$ cat src/rtl/ks_nibble_seq_adder_if.sv
//==============================================================================
// Module   : ks_nibble_seq_adder_if
// Purpose  : Operand/result handshakes and 4-bit adder bus of the nibble adder.
//            Optional macro: KS_NIBBLE_SEQ_OVERFLOW_EN (adds out_ovf).
// Revision : 1.0  initial release
//==============================================================================
`default_nettype none

interface ks_nibble_seq_adder_if #(
    parameter int WIDTH = 16
);
    logic             in_valid;
    logic             in_ready;
    logic [WIDTH-1:0] in_a;
    logic [WIDTH-1:0] in_b;
    logic             in_cin;

    logic [3:0]       add_a;
    logic [3:0]       add_b;
    logic             add_cin;
    logic [3:0]       add_sum;
    logic             add_cout;

    logic             out_valid;
    logic             out_ready;
    logic [WIDTH-1:0] out_sum;
    logic             out_cout;
    logic             busy;
`ifdef KS_NIBBLE_SEQ_OVERFLOW_EN
    logic             out_ovf;
`endif

    // The sequencer side: consumes operands and adder results, produces the sum.
    modport slave (
        input  in_valid, in_a, in_b, in_cin, add_sum, add_cout, out_ready,
        output in_ready, add_a, add_b, add_cin, out_valid, out_sum, out_cout, busy
`ifdef KS_NIBBLE_SEQ_OVERFLOW_EN
        , output out_ovf
`endif
    );

    modport master (
        output in_valid, in_a, in_b, in_cin, add_sum, add_cout, out_ready,
        input  in_ready, add_a, add_b, add_cin, out_valid, out_sum, out_cout, busy
`ifdef KS_NIBBLE_SEQ_OVERFLOW_EN
        , input out_ovf
`endif
    );
endinterface

`default_nettype wire

$ cat src/rtl/ks_nibble_seq_adder.sv
//==============================================================================
// Module   : ks_nibble_seq_adder
// Purpose  : WIDTH-bit adder built by streaming 4-bit slices, LSB first,
//            through an external 4-bit Kogge-Stone adder.
//            Optional macro: KS_NIBBLE_SEQ_OVERFLOW_EN (signed overflow flag).
// Revision : 1.0  initial release
//==============================================================================
`default_nettype none

module ks_nibble_seq_adder #(
    parameter int WIDTH = 16
) (
    input wire                    clk,
    input wire                    rst_n,
    ks_nibble_seq_adder_if.slave  bus
);

    localparam int NSLICE = WIDTH / 4;
    localparam int IDX_W  = (NSLICE > 1) ? $clog2(NSLICE) : 1;
    localparam logic [IDX_W-1:0] LAST_IDX = IDX_W'(NSLICE - 1);

    typedef enum logic [1:0] {
        S_IDLE = 2'd0,
        S_RUN  = 2'd1,
        S_DONE = 2'd2
    } state_t;

    state_t           state_q, state_d;
    logic [WIDTH-1:0] a_q, a_d;
    logic [WIDTH-1:0] b_q, b_d;
    logic [WIDTH-1:0] result_q, result_d;
    logic             carry_q, carry_d;
    logic             cout_q, cout_d;
    logic [IDX_W-1:0] idx_q, idx_d;
`ifdef KS_NIBBLE_SEQ_OVERFLOW_EN
    logic             ovf_q, ovf_d;
`endif

    logic             in_ready_w;
    logic             out_valid_w;
    logic             busy_w;
    logic [3:0]       add_a_w;
    logic [3:0]       add_b_w;
    logic             add_cin_w;
    logic             last_slice_w;

    logic [3:0] a_slice [NSLICE];
    logic [3:0] b_slice [NSLICE];

    generate
        for (genvar g = 0; g < NSLICE; g++) begin : g_slice
            assign a_slice[g] = a_q[4*g +: 4];
            assign b_slice[g] = b_q[4*g +: 4];
        end
    endgenerate

    assign last_slice_w = (idx_q == LAST_IDX);

    always_ff @(posedge clk or negedge rst_n) begin
        if (!rst_n) begin
            state_q  <= S_IDLE;
            a_q      <= '0;
            b_q      <= '0;
            result_q <= '0;
            carry_q  <= 1'b0;
            cout_q   <= 1'b0;
            idx_q    <= '0;
`ifdef KS_NIBBLE_SEQ_OVERFLOW_EN
            ovf_q    <= 1'b0;
`endif
        end else begin
            state_q  <= state_d;
            a_q      <= a_d;
            b_q      <= b_d;
            result_q <= result_d;
            carry_q  <= carry_d;
            cout_q   <= cout_d;
            idx_q    <= idx_d;
`ifdef KS_NIBBLE_SEQ_OVERFLOW_EN
            ovf_q    <= ovf_d;
`endif
        end
    end

    always_comb begin
        state_d     = state_q;
        a_d         = a_q;
        b_d         = b_q;
        result_d    = result_q;
        carry_d     = carry_q;
        cout_d      = cout_q;
        idx_d       = idx_q;
`ifdef KS_NIBBLE_SEQ_OVERFLOW_EN
        ovf_d       = ovf_q;
`endif
        in_ready_w  = 1'b0;
        out_valid_w = 1'b0;
        busy_w      = 1'b0;
        add_a_w     = 4'h0;
        add_b_w     = 4'h0;
        add_cin_w   = 1'b0;

        case (state_q)
            S_IDLE: begin
                in_ready_w = 1'b1;
                if (bus.in_valid) begin
                    a_d     = bus.in_a;
                    b_d     = bus.in_b;
                    carry_d = bus.in_cin;
                    idx_d   = '0;
                    state_d = S_RUN;
                end
            end

            S_RUN: begin
                busy_w    = 1'b1;
                add_a_w   = a_slice[idx_q];
                add_b_w   = b_slice[idx_q];
                add_cin_w = carry_q;
                for (int i = 0; i < NSLICE; i++) begin
                    if (idx_q == IDX_W'(i)) begin
                        result_d[4*i +: 4] = bus.add_sum;
                    end
                end
                carry_d = bus.add_cout;
                if (last_slice_w) begin
                    cout_d  = bus.add_cout;
`ifdef KS_NIBBLE_SEQ_OVERFLOW_EN
                    // Same-sign operands whose sum flips sign have overflowed.
                    ovf_d   = (a_q[WIDTH-1] == b_q[WIDTH-1]) &&
                              (bus.add_sum[3] != a_q[WIDTH-1]);
`endif
                    idx_d   = '0;
                    state_d = S_DONE;
                end else begin
                    idx_d = idx_q + IDX_W'(1);
                end
            end

            S_DONE: begin
                busy_w      = 1'b1;
                out_valid_w = 1'b1;
                if (bus.out_ready) begin
                    state_d = S_IDLE;
                end
            end

            default: begin
                state_d = S_IDLE;
            end
        endcase
    end

    assign bus.in_ready  = in_ready_w;
    assign bus.out_valid = out_valid_w;
    assign bus.busy      = busy_w;
    assign bus.add_a     = add_a_w;
    assign bus.add_b     = add_b_w;
    assign bus.add_cin   = add_cin_w;
    assign bus.out_sum   = result_q;
    assign bus.out_cout  = cout_q;
`ifdef KS_NIBBLE_SEQ_OVERFLOW_EN
    assign bus.out_ovf   = ovf_q;
`endif

endmodule

`default_nettype wire

$ cat src/flat_wrapper.sv
// flat-port wrapper written by rule: the top's interface ports become plain ports
module ks_nibble_seq_adder_flat 
#(
    parameter int WIDTH = 16
)
  (clk, rst_n, bus_in_valid, bus_in_a, bus_in_b, bus_in_cin, bus_add_sum, bus_add_cout, bus_out_ready, bus_in_ready, bus_add_a, bus_add_b, bus_add_cin, bus_out_valid, bus_out_sum, bus_out_cout, bus_busy);
  ks_nibble_seq_adder_if #(.WIDTH(WIDTH)) bus_i ();
  input wire clk;
  input wire rst_n;
  input wire logic [$bits(bus_i.in_valid)-1:0] bus_in_valid;
  input wire logic [$bits(bus_i.in_a)-1:0] bus_in_a;
  input wire logic [$bits(bus_i.in_b)-1:0] bus_in_b;
  input wire logic [$bits(bus_i.in_cin)-1:0] bus_in_cin;
  input wire logic [$bits(bus_i.add_sum)-1:0] bus_add_sum;
  input wire logic [$bits(bus_i.add_cout)-1:0] bus_add_cout;
  input wire logic [$bits(bus_i.out_ready)-1:0] bus_out_ready;
  output wire logic [$bits(bus_i.in_ready)-1:0] bus_in_ready;
  output wire logic [$bits(bus_i.add_a)-1:0] bus_add_a;
  output wire logic [$bits(bus_i.add_b)-1:0] bus_add_b;
  output wire logic [$bits(bus_i.add_cin)-1:0] bus_add_cin;
  output wire logic [$bits(bus_i.out_valid)-1:0] bus_out_valid;
  output wire logic [$bits(bus_i.out_sum)-1:0] bus_out_sum;
  output wire logic [$bits(bus_i.out_cout)-1:0] bus_out_cout;
  output wire logic [$bits(bus_i.busy)-1:0] bus_busy;
  assign bus_i.in_valid = bus_in_valid;
  assign bus_i.in_a = bus_in_a;
  assign bus_i.in_b = bus_in_b;
  assign bus_i.in_cin = bus_in_cin;
  assign bus_i.add_sum = bus_add_sum;
  assign bus_i.add_cout = bus_add_cout;
  assign bus_i.out_ready = bus_out_ready;
  assign bus_in_ready = bus_i.in_ready;
  assign bus_add_a = bus_i.add_a;
  assign bus_add_b = bus_i.add_b;
  assign bus_add_cin = bus_i.add_cin;
  assign bus_out_valid = bus_i.out_valid;
  assign bus_out_sum = bus_i.out_sum;
  assign bus_out_cout = bus_i.out_cout;
  assign bus_busy = bus_i.busy;
  ks_nibble_seq_adder #(.WIDTH(WIDTH)) u_core (.clk(clk), .rst_n(rst_n), .bus(bus_i));
endmodule
$ cat config.mk
export PLATFORM = sky130hd
export DESIGN_NAME = ks_nibble_seq_adder_flat
export DESIGN_NICKNAME = d
export VERILOG_FILES = /design/src/rtl/ks_nibble_seq_adder_if.sv /design/src/rtl/ks_nibble_seq_adder.sv /design/src/flat_wrapper.sv
export SDC_FILE = /design/constraint.sdc
export NUM_CORES = 1
export LEC_CHECK = 0
export BUFFER_PORTS_ARGS = -buffer_cell sky130_fd_sc_hd__clkbuf_2
export CAP_MARGIN = 20
export CORE_MARGIN = 1
export CORE_UTILIZATION = 28
export DETAILED_ROUTE_END_ITERATION = 16
export GPL_ROUTABILITY_DRIVEN = 1
export GPL_TIMING_DRIVEN = 0
export PLACE_DENSITY = 0.56
export SLEW_MARGIN = 25
export SYNTH_ARGS = -nofsm -noshare
export SYNTH_HDL_FRONTEND = slang
export SYNTH_SLANG_ARGS = --single-unit
$ cat constraint.sdc
create_clock -name clk -period 1.9 [get_ports clk]
set_input_delay 0.38 -clock clk [delete_from_list [all_inputs] [get_ports clk]]
set_output_delay 0.38 -clock clk [all_outputs]
set_load 0.005 [all_outputs]
==> results of run 1 <==
## final cells by class
cell class              instances  area [sq um]
fillers                       837          5160
flip-flops and latches         54          1353
multi-input cells              96          1054
repair buffers                 74         429.2
well taps                     105         131.4
clock buffers                   6         82.58
plain buffers                   6         58.81
inverters                       5         18.77
clock inverters                 2         12.51
## sequential cells by signal (all words and copies together) (netlist names)
register and cells:
u_core.a_q 16, u_core.b_q 16, u_core.bus.out_cout 1, u_core.bus.out_sum 16, u_core.carry_q 1, u_core.idx_q 2, u_core.state_q 2
## worst paths after layout
check                                 endpoint  slack, ns  cells after the start
worst min register to register   u_core.a_q[2]       0.51                      1
worst max-delay path              bus_add_a[1]      -0.11                      4
max in group asynchronous        u_core.b_q[0]       1.39                      2
min in group clk                 u_core.a_q[9]       0.30                      2
worst max register to register   u_core.a_q[8]       0.12                      5
worst min-delay path            u_core.a_q[11]       0.03                      1
## power breakdown
part           internal [mW]  switching (mW)
Sequential              1.73           0.309
Combinational           1.37           0.802
Clock                  0.294           0.374
Total                   3.39            1.48
## timing repair
action                     in CTS  in global routing
pin swaps                       0                  8
gates cloned                    0                  1
setup buffers                   1                  1
setup endpoints to repair       9                 17
gates resized for setup         5                 21
## synth_stat cells, drive strengths merged
library cell	number
a22o	2
nand2b	4
a21oi	1
a31oi	2
clkbuf	1
nand2	5
a221o	1
mux4	8
ha	8
nor2	2
inv	5
nand3	2
and2	10
mux2	50
buf	5
o21ai	1
dfrtp	54
## metrics by stage
step	instance area [sq um]	utilization [%]	hold slack [ns]	setup WS (ns)
final	3139	37.83	0.03013	-0.1118
after global routing	3139	37.83	0.03015	-0.1812
after CTS	3050	36.76	0.02628	-0.1675
after detailed placement	2932	35.32	0.3688	-0.06143
after global placement	2909	35.05	0.4848	-0.06904
after floorplan	2427	-	0.08441	0.3086
## cells in the final DEF (no fill, tap or decap)
master and n:
clkbuf_8 7, buf_6 3, o21ai_0 1, ha_1 7, a22o_1 1, and2_1 2, inv_2 1, inv_1 4
ha_4 1, clkbuf_2 67, nand3_1 2, nand2_1 4, clkinv_2 1, clkbuf_16 1, dfrtp_1 53, buf_2 2
mux4_2 8, nand2_2 1, and2_4 8, a31oi_1 2, nand2b_1 4, a221o_1 1, dfrtp_2 1, buf_4 1
nor2_1 2, a22o_2 1, clkinvlp_4 1, clkbuf_4 3, mux2_2 50, a21oi_1 1, buf_12 2
## critical path, cell delays in order (launching register included)
cell     delay, ns
dfrtp_2       0.44
buf_12        0.14
mux4_2        0.48
and2_4        0.15
buf_6         0.11
## layer usage
metal	up-vias	GRT usage, %	routed length, um
met5	-	0	0
li1	737	-	-
met3	2	2.791	234
met1	773	15.41	2365
met4	0	3.030	26
met2	45	19.35	2548
## kinds of logic after synthesis
family,synth area share (%)
simple gates,5.103
buf+inv,2.216
mux,30.77
compound gates,2.113
fa+ha+maj,4.124
flops,55.67
==> metrics.md, run 1 <==
| Metric | Value |
|---|---|
| Status | finished, violations left |
| Failing checks | setup timing |
| YS warnings | 0 |
| Htree depth | 2 |
| Post-synth top area share | 55.67% |
| Total GRT Usage | 11.73% |
| Post-route DRC | 0 |
| Final antenna-violating net count | 0 |
| CP Class | reg -> out |
| Die Span Y | 95.11 um |
| Num CTS Buffers | 5 |
| Upper clock frequency limit | 0.4971 GHz |
| Yosys cell types | 20 |
| Clock tree buffer depth | 2 |
| Endpoints failing hold | 0 |
| Final setup violating endpoints | 8 |
| Setup crit end kind | output pin |
| Synth area leader | dfrtp_1 |
| Period Utilization, post-route | 105.9% |
| Synthesized flop and latch total | 54 |
| Antenna diodes | 0 |
| Global route overflow | 0 |
| Hold_buf cts | 0 |
| R2r startpoint | u_core.state_q[0] |
| Avg Synthesized Cell Area | 15.08 sq um |
| # IOs | 71 |
| Die ar. | 9045 sq um |
| Total Nets Final | 292 |
| Static leakage | 1.457 nW |
| VDD IR max | 0.4442 mV |
| RSZ-0062 raised after global routing | true |
| Clock Pin Slew Worst Setup and Hold Paths | 0.10 ns |
| PD cells | 1554 nW/um^2 |
| Drt pass-1 iters | 4 |
| Core area | 8299 sq um |
| First-pass GRT wire length | 7803 um |
| TritonCTS clock tree | yes |
| Share of layout cells above drive strength 1 | 65.43% |
| Syn Inst Count | 161 |
| CP startpoint kind | register |
| Final slew viol count | 0 |
| Measured slew at the worst slew-check pin | 0.4172 ns |
| Fin crit period | 2.012 ns |
| Clock root cell | clkbuf_8 |
| Rows | 33 |
| Clock skew | 0.007065 ns |
| Initial antenna violation count | 0 |
| Largest net degree at the start of global routing | 29 |
| Worst path required time | 1.52 ns |
| Number of global-route vias before repair | 1501 |
| Placed instance count | 337 |
| Max Fanout on Critical Path | 5 |
| Sequential share of the synthesized area | 55.67% |
| Starting DRT DRC Count | 21 |
| DRT Wirelength | 5174 um |
| Initial Utilization | 29.25% |
| Syn Nets | 211 |
| Total power | 4.879 mW |
| Non-filler cells, final | 348 |
| Setup_tns | -0.8373 ns |
| Hold crit path type | in -> async |
| Synth area leaders | dfrtp_1 (56%), mux2_2 (23%), mux4_2 (6.5%) |
| DR vias/cell | 4.474 |
| Clk sinks | 54 |
| Final worst setup slack | -0.1118 ns |
| Vias post-DR | 1557 |
| Wire per inst | 14.87 um |
| I/O Buffers | 70 |
| Worst slew margin | 72.19% |
| Later-pin clock latency in the skew report | 0.30 ns |
| WP data arrival | 1.63 ns |
| Setup crit start | u_core.idx_q[0] |
| Final Wtd Congestion | 0.6778 |
| Post-detail-place hpwl | 3747 um |
| Syn-to-layout area delta | 29.33% |
| Mapped cell area | 2427 sq um |
| Max-cap violation count | 0 |
| Die Span X | 95.11 um |
(Power assumes the default switching activity.)
==> run 2, diff against run 1 <==
--- a/config.mk
+++ b/config.mk
@@ -13,6 +13,7 @@
 export GPL_ROUTABILITY_DRIVEN = 1
 export GPL_TIMING_DRIVEN = 0
 export PLACE_DENSITY = 0.56
+export REMOVE_ABC_BUFFERS = 1
 export SLEW_MARGIN = 25
 export SYNTH_ARGS = -nofsm -noshare
 export SYNTH_HDL_FRONTEND = slang
==> metrics.md, run 2 (synthesis gave the netlist of run 1 again) <==
| Metric | Value |
|---|---|
| Status | finished, violations left (unchanged) |
| Failing checks | setup timing (unchanged) |
| Commonest non-fill, non-tap cell in the layout | clkbuf_2 (unchanged) |
| Clock skew | 0.01224 ns (was 0.007065 ns) |
| Syn-to-layout area delta | 27.11% (was 29.33%) |
| Max Fanout on Critical Path | 7 (was 5) |
| VDD IR max | 0.4895 mV (was 0.4442 mV) |
| Hold crit path type | in -> reg (was in -> async) |
| Worst path top cell family by delay | multiplexers (unchanged) |
| Setup_tns | -0.9238 ns (was -0.8373 ns) |
| Vias post-DR | 1552 (was 1557) |
| Total power | 4.800 mW (was 4.879 mW) |
| Commonest cells after routing, fill and taps aside | clkbuf_2 (69), dfrtp_1 (52), mux2_2 (50) (was clkbuf_2 (67), dfrtp_1 (53), mux2_2 (50)) |
| Clock tree buffer depth | 2 (unchanged) |
| Total GRT Usage | 11.93% (was 11.73%) |
| Upper clock frequency limit | 0.4928 GHz (was 0.4971 GHz) |
| WP data arrival | 1.65 ns (was 1.63 ns) |
| Initial antenna violation count | 0 (unchanged) |
| Htree depth | 2 (unchanged) |
| Initial Utilization | 29.25% (unchanged) |
| Crit-path max cell delay | 0.49 ns (was 0.48 ns) |
| Setup crit end kind | output pin (unchanged) |
| Rows | 33 (unchanged) |
| Final setup violating endpoints | 8 (unchanged) |
| Drt pass-1 iters | 2 (was 4) |
| Worst slew margin | 69.78% (was 72.19%) |
| Global route overflow | 0 (unchanged) |
| CP cell instances | buf_12 > mux4_2 > and2_4 > clkbuf_2 (was buf_12 > mux4_2 > and2_4 > buf_6) |
| Total Nets Final | 287 (was 292) |
| Post-route DRC | 0 (unchanged) |
| Later-pin clock latency in the skew report | 0.31 ns (was 0.30 ns) |
| Starting DRT DRC Count | 17 (was 21) |
| Worst path required time | 1.52 ns (about the same) |
| Share of layout cells above drive strength 1 | 64.29% (was 65.43%) |
| Die ar. | 9045 sq um (unchanged) |
| Num CTS Buffers | 5 (unchanged) |
| Slowest CP cell | mux4_2 (unchanged) |
| Clk sinks | 54 (unchanged) |
| Clock root cell | clkbuf_8 (unchanged) |
| Final slew viol count | 0 (unchanged) |
| Endpoints failing hold | 0 (unchanged) |
| Final worst setup slack | -0.1291 ns (was -0.1118 ns) |
| # IOs | 71 (unchanged) |
| CP Class | reg -> out (unchanged) |
| CP startpoint kind | register (unchanged) |
| Pre-CTS WS | -0.2266 ns (was -0.06143 ns) |
| Antenna diodes | 0 (unchanged) |
| Max-cap violation count | 0 (unchanged) |
| DR vias/cell | 4.525 (was 4.474) |
| Post-Place Cell Area | 2899 sq um (was 2932 sq um) |
| Die Span X | 95.11 um (unchanged) |
| Clock Pin Slew Worst Setup and Hold Paths | 0.10 ns (about the same) |
| Wire per inst | 14.66 um (was 14.87 um) |
| Fin crit period | 2.029 ns (was 2.012 ns) |
| Final Wtd Congestion | 0.6442 (was 0.6778) |
| I/O Buffers | 70 (unchanged) |
| Number of global-route vias before repair | 1630 (was 1501) |
| Measured slew at the worst slew-check pin | 0.4532 ns (was 0.4172 ns) |
| PD cells | 1556 nW/um^2 (was 1554 nW/um^2) |
| Static leakage | 1.428 nW (was 1.457 nW) |
| Worst path buffer plus inverter count | 2 (unchanged) |
| Final antenna-violating net count | 0 (unchanged) |
| DRT Wirelength | 5029 um (was 5174 um) |
| First-pass GRT wire length | 8148 um (was 7803 um) |
| Final Util | 37.18% (was 37.83%) |
| Period Utilization, post-route | 106.8% (was 105.9%) |
| RSZ-0062 raised after global routing | true (unchanged) |
| Core area | 8299 sq um (unchanged) |
| Die Span Y | 95.11 um (unchanged) |
| Largest net degree at the start of global routing | 36 (was 29) |
| Post-detail-place hpwl | 3452 um (was 3747 um) |
| Final Cell Area | 3085 sq um (was 3139 sq um) |
| TritonCTS clock tree | yes (unchanged) |
==> run 2: cell types whose count changed in the layout (fill, tap and decap cells not counted), moves of 2 or more <==
cell,delta
clkbuf_2,+2
buf_6,-2
buf_2,-2
clkbuf_4,-2
==> run 2: cell type report <==
type | count | area [sq um]
repair buffers | 75 | 421.7
inverters | 5 | 18.77
multi-input cells | 96 | 1059
clock inverters | 2 | 16.27
well taps | 105 | 131.4
clock buffers | 6 | 82.58
flip-flops and latches | 54 | 1356
fillers | 806 | 5214
==> run 2: worst paths after layout <==
| check | startpoint | to | slack [ns] | cells past startpoint |
|---|---|---|---|---|
| hold / removal | bus_in_a[8] | u_core.a_q[8] | 0.30 | 2 |
| hold reg to reg | u_core.bus.out_cout | u_core.bus.out_cout | 0.51 | 1 |
| max in group asynchronous | rst_n | u_core.idx_q[0] | 0.89 | 3 |
| setup reg to reg | u_core.state_q[0] | u_core.a_q[6] | 0.14 | 4 |
| min in group asynchronous | rst_n | u_core.a_q[8] | 0.52 | 2 |
| setup / recovery | u_core.idx_q[0] | bus_add_b[3] | -0.13 | 4 |
==> run 2: what timing repair did <==
action                     CTS  global route
buffers inserted             3             0
hold buffers                 1             0
hold endpoints to repair    19             0
setup endpoints to repair   54             8
gates resized for setup     15             2
pin swaps                    2             0
==> run 2: metrics by stage <==
stage	cells	hold WS, ns
2_1_floorplan	155	0.08441
3_3_place_gp	330	0.4827
3_5_place_dp	331	0.3173
4_1_cts	343	0.2850
5_1_grt	343	0.2781
6_report	343	0.2966
==> run 2: where the power goes <==
| group | leakage [nW] | switching, mW | total, mW | internal (mW) |
|---|---|---|---|---|
| clock network | 0.0478 | 0.394 | 0.695 | 0.301 |
| registers | 0.635 | 0.324 | 2.06 | 1.74 |
| logic | 0.746 | 0.770 | 2.04 | 1.27 |
==> run 2: worst reg2reg max path, cell delays in order, from the launching register on <==
cell     delay [ns]
dfrtp_1        0.46
inv_1          0.09
ha_1           0.31
nand2_4        0.38
mux2_2         0.41
==> run 2: per-layer routing <==
layer | GRT usage, % | part of all wire [%]
met1 | 16.24 | 48
met2 | 18.57 | 46
met3 | 3.907 | 5.9
met4 | 2.273 | 0.78
met5 | 0 | 0
==> run 3, diff against run 2 <==
--- a/config.mk
+++ b/config.mk
@@ -14,6 +14,7 @@
 export GPL_TIMING_DRIVEN = 0
 export PLACE_DENSITY = 0.56
 export REMOVE_ABC_BUFFERS = 1
+export SETUP_SLACK_MARGIN = 0.4
 export SLEW_MARGIN = 25
 export SYNTH_ARGS = -nofsm -noshare
 export SYNTH_HDL_FRONTEND = slang
==> constraint.sdc (replaced) <==
create_clock -name clk -period 2 [get_ports clk]
set_input_delay 0.4 -clock clk [delete_from_list [all_inputs] [get_ports clk]]
set_output_delay 0.4 -clock clk [all_outputs]
set_load 0.005 [all_outputs]
==> metrics.md, run 3 (synthesis gave the netlist of run 1 again) <==
| Metric | Value |
|---|---|
| PD cells | 1536 nW/um^2 (was 1556 nW/um^2) |
| Hold crit path type | in -> reg (unchanged) |
| Starting DRT DRC Count | 24 (was 17) |
| Core area | 8299 sq um (unchanged) |
| Final Util | 41.72% (was 37.18%) |
| M2 GR Usage | 18.87% (was 18.57%) |
| Post-detail-place hpwl | 3452 um (unchanged) |
| Endpoints failing hold | 0 (unchanged) |
| Fin Hold WS | 0.3184 ns (was 0.2966 ns) |
| Largest net degree at the start of global routing | 36 (unchanged) |
| Die Span X | 95.11 um (unchanged) |
| RSZ-0062 raised after global routing | true (unchanged) |
| Crit-path max cell delay | 0.49 ns (about the same) |
| Initial antenna violation count | 0 (unchanged) |
| I/O Buffers | 70 (unchanged) |
| Vias post-DR | 1621 (was 1552) |
| CP Class | reg -> out (unchanged) |
| Final worst setup slack | -0.02626 ns (was -0.1291 ns) |
| Worst path required time | 1.60 ns (was 1.52 ns) |
| Switching share of power | 31.23% (was 31.00%) |
| Max Fanout on Critical Path | 7 (unchanged) |
| Share of layout cells above drive strength 1 | 72.98% (was 64.29%) |
| Clock tree buffer depth | 2 (unchanged) |
| DR vias/cell | 4.592 (was 4.525) |
| Post-Place Cell Area | 2899 sq um (unchanged) |
| Max-cap violation count | 0 (unchanged) |
| Initial Utilization | 29.25% (unchanged) |
| Post-route DRC | 0 (unchanged) |
| Status | finished, violations left (unchanged) |
| Internal power | 3.658 mW (was 3.312 mW) |
| Total Nets Final | 297 (was 287) |
| Die Span Y | 95.11 um (unchanged) |
| WP data arrival | 1.63 ns (was 1.65 ns) |
| Register Area | 1358 sq um (was 1356 sq um) |
| Failing checks | setup timing (unchanged) |
| Clock root cell | clkbuf_8 (unchanged) |
| Drt pass-1 iters | 4 (was 2) |
| Static leakage | 1.655 nW (was 1.428 nW) |
| Upper clock frequency limit | 0.4935 GHz |
| Commonest cells after routing, fill and taps aside | clkbuf_2 (66), dfrtp_1 (51), mux2_2 (26) (was clkbuf_2 (69), dfrtp_1 (52), mux2_2 (50)) |
| Syn-to-layout area delta | 42.63% (was 27.11%) |
| Fillers | 770 (was 806) |
| Clock skew | 0.01390 ns (was 0.01224 ns) |
| First-pass GRT wire length | 8383 um (was 8148 um) |
| Worst slew margin | 74.75% (was 69.78%) |
| Switch Pwr | 1.661 mW (was 1.488 mW) |
| Global route overflow | 0 (unchanged) |
| Area of the multi-input gates | 1291 sq um (was 1059 sq um) |
| CP startpoint kind | register (unchanged) |
| Final antenna-violating net count | 0 (unchanged) |
| Slowest CP cell | mux4_2 (unchanged) |
| Commonest non-fill, non-tap cell in the layout | clkbuf_2 (unchanged) |
| Antenna diodes | 0 (unchanged) |
| Final Wtd Congestion | 0.6442 (unchanged) |
| Die ar. | 9045 sq um (unchanged) |
| Comb pwr share | 50.3% (was 42.6%) |
| Met3 Use GR | 3.907% (unchanged) |
| Final slew viol count | 0 (unchanged) |
| Total GRT Usage | 12.31% (was 11.93%) |
| Setup crit end kind | output pin (unchanged) |
| VDD IR max | 0.4920 mV (was 0.4895 mV) |
| GRT met1 Usage | 17.09% (was 16.24%) |
| Later-pin clock latency in the skew report | 0.31 ns (about the same) |
| # IOs | 71 (unchanged) |
| Num CTS Buffers | 5 (unchanged) |
| Number of global-route vias before repair | 1651 (was 1630) |
| Clk pwr share | 12.4% (was 14.5%) |
| Measured slew at the worst slew-check pin | 0.3788 ns (was 0.4532 ns) |
| Seq pwr share | 37.3% (was 42.9%) |
| Htree depth | 2 (unchanged) |
| DRT Wirelength | 5426 um (was 5029 um) |
| Clk sinks | 54 (unchanged) |
| Final setup violating endpoints | 7 (was 8) |
| Rows | 33 (unchanged) |
| Clock Pin Slew Worst Setup and Hold Paths | 0.10 ns (about the same) |
| Period Utilization, post-route | 101.3% |
| CP cell instances | buf_12 > mux4_2 > and2_4 > clkbuf_2 (unchanged) |
| Wire per inst | 15.37 um (was 14.66 um) |
| TritonCTS clock tree | yes (unchanged) |
| Fin crit period | 2.026 ns |
| Most Crowded Layer GR | met2 (unchanged) |
| Final Cell Area | 3462 sq um (was 3085 sq um) |
run 3: cell count changes in the layout (fill, tap and decap cells not counted), sizes merged:
cell and change:
buf +13, clkbuf -3
run 3: what timing repair did:
item,CTS,global route
buffers inserted,8,5
hold buffers,1,0
endpoints found under the hold margin,15,0
pin swaps,9,4
resized for setup,33,50
endpoints found under the setup margin,64,13
run 3: routing by layer:
metal	vias up	wire length (um)
met4	0	36
met5	-	0
li1	740	-
met3	5	305
met2	50	2532
met1	826	2552
run 3: area by class of cell:
type,count,share of cell area [%]
multi-input combinational,96,37.30
inverter,5,0.6867
timing repair buffer,85,16.15
sequential,54,39.21
tap,105,3.795
clock buffer,6,2.385
clock inverter,2,0.4698
run 3: worst max-delay path: cells and delay by family (launching register included):
family        cells  cell delay [ns]
mux               1             0.49
flops             1             0.45
buf+inv           2             0.24
simple gates      1             0.15
run 3: power groups by stage:
stage	clock [mW]	combinational [mW]	sequential (mW)
2_1_floorplan	0	1.19	1.92
3_3_place_gp	0	1.73	2.00
3_5_place_dp	0	1.75	2.02
4_1_cts	0.690	2.22	1.96
5_1_grt	0.737	2.93	2.06
6_report	0.657	2.67	1.99
run 3: path summary, 6_finish.rpt:
kind                       slack (ns)  cells after the start           startpoint                   to
setup / recovery                -0.03                      4      u_core.idx_q[0]         bus_add_a[3]
min in group asynchronous        0.54                      2                rst_n        u_core.b_q[2]
hold reg to reg                  0.51                      1  u_core.bus.out_cout  u_core.bus.out_cout
setup reg to reg                 0.29                      7      u_core.idx_q[0]    u_core.state_q[1]
hold / removal                   0.32                      2          bus_in_a[8]        u_core.a_q[8]
max in group asynchronous        0.97                      3                rst_n      u_core.idx_q[0]
run 3: metrics by stage:
| step | power, mW | instances | TNS (ns) | setup WS (ns) |
|---|---|---|---|---|
| detailed placement | 3.773 | 331 | -0.8430 | -0.1466 |
| CTS | 4.870 | 348 | -0.3149 | -0.04909 |
| global route | 5.726 | 353 | -0.7354 | -0.1098 |
| global placement | 3.722 | 330 | -13.96 | -0.4128 |
| floorplan | 3.115 | 155 | 0 | 0.06526 |
| finish | 5.319 | 353 | -0.1460 | -0.02626 |
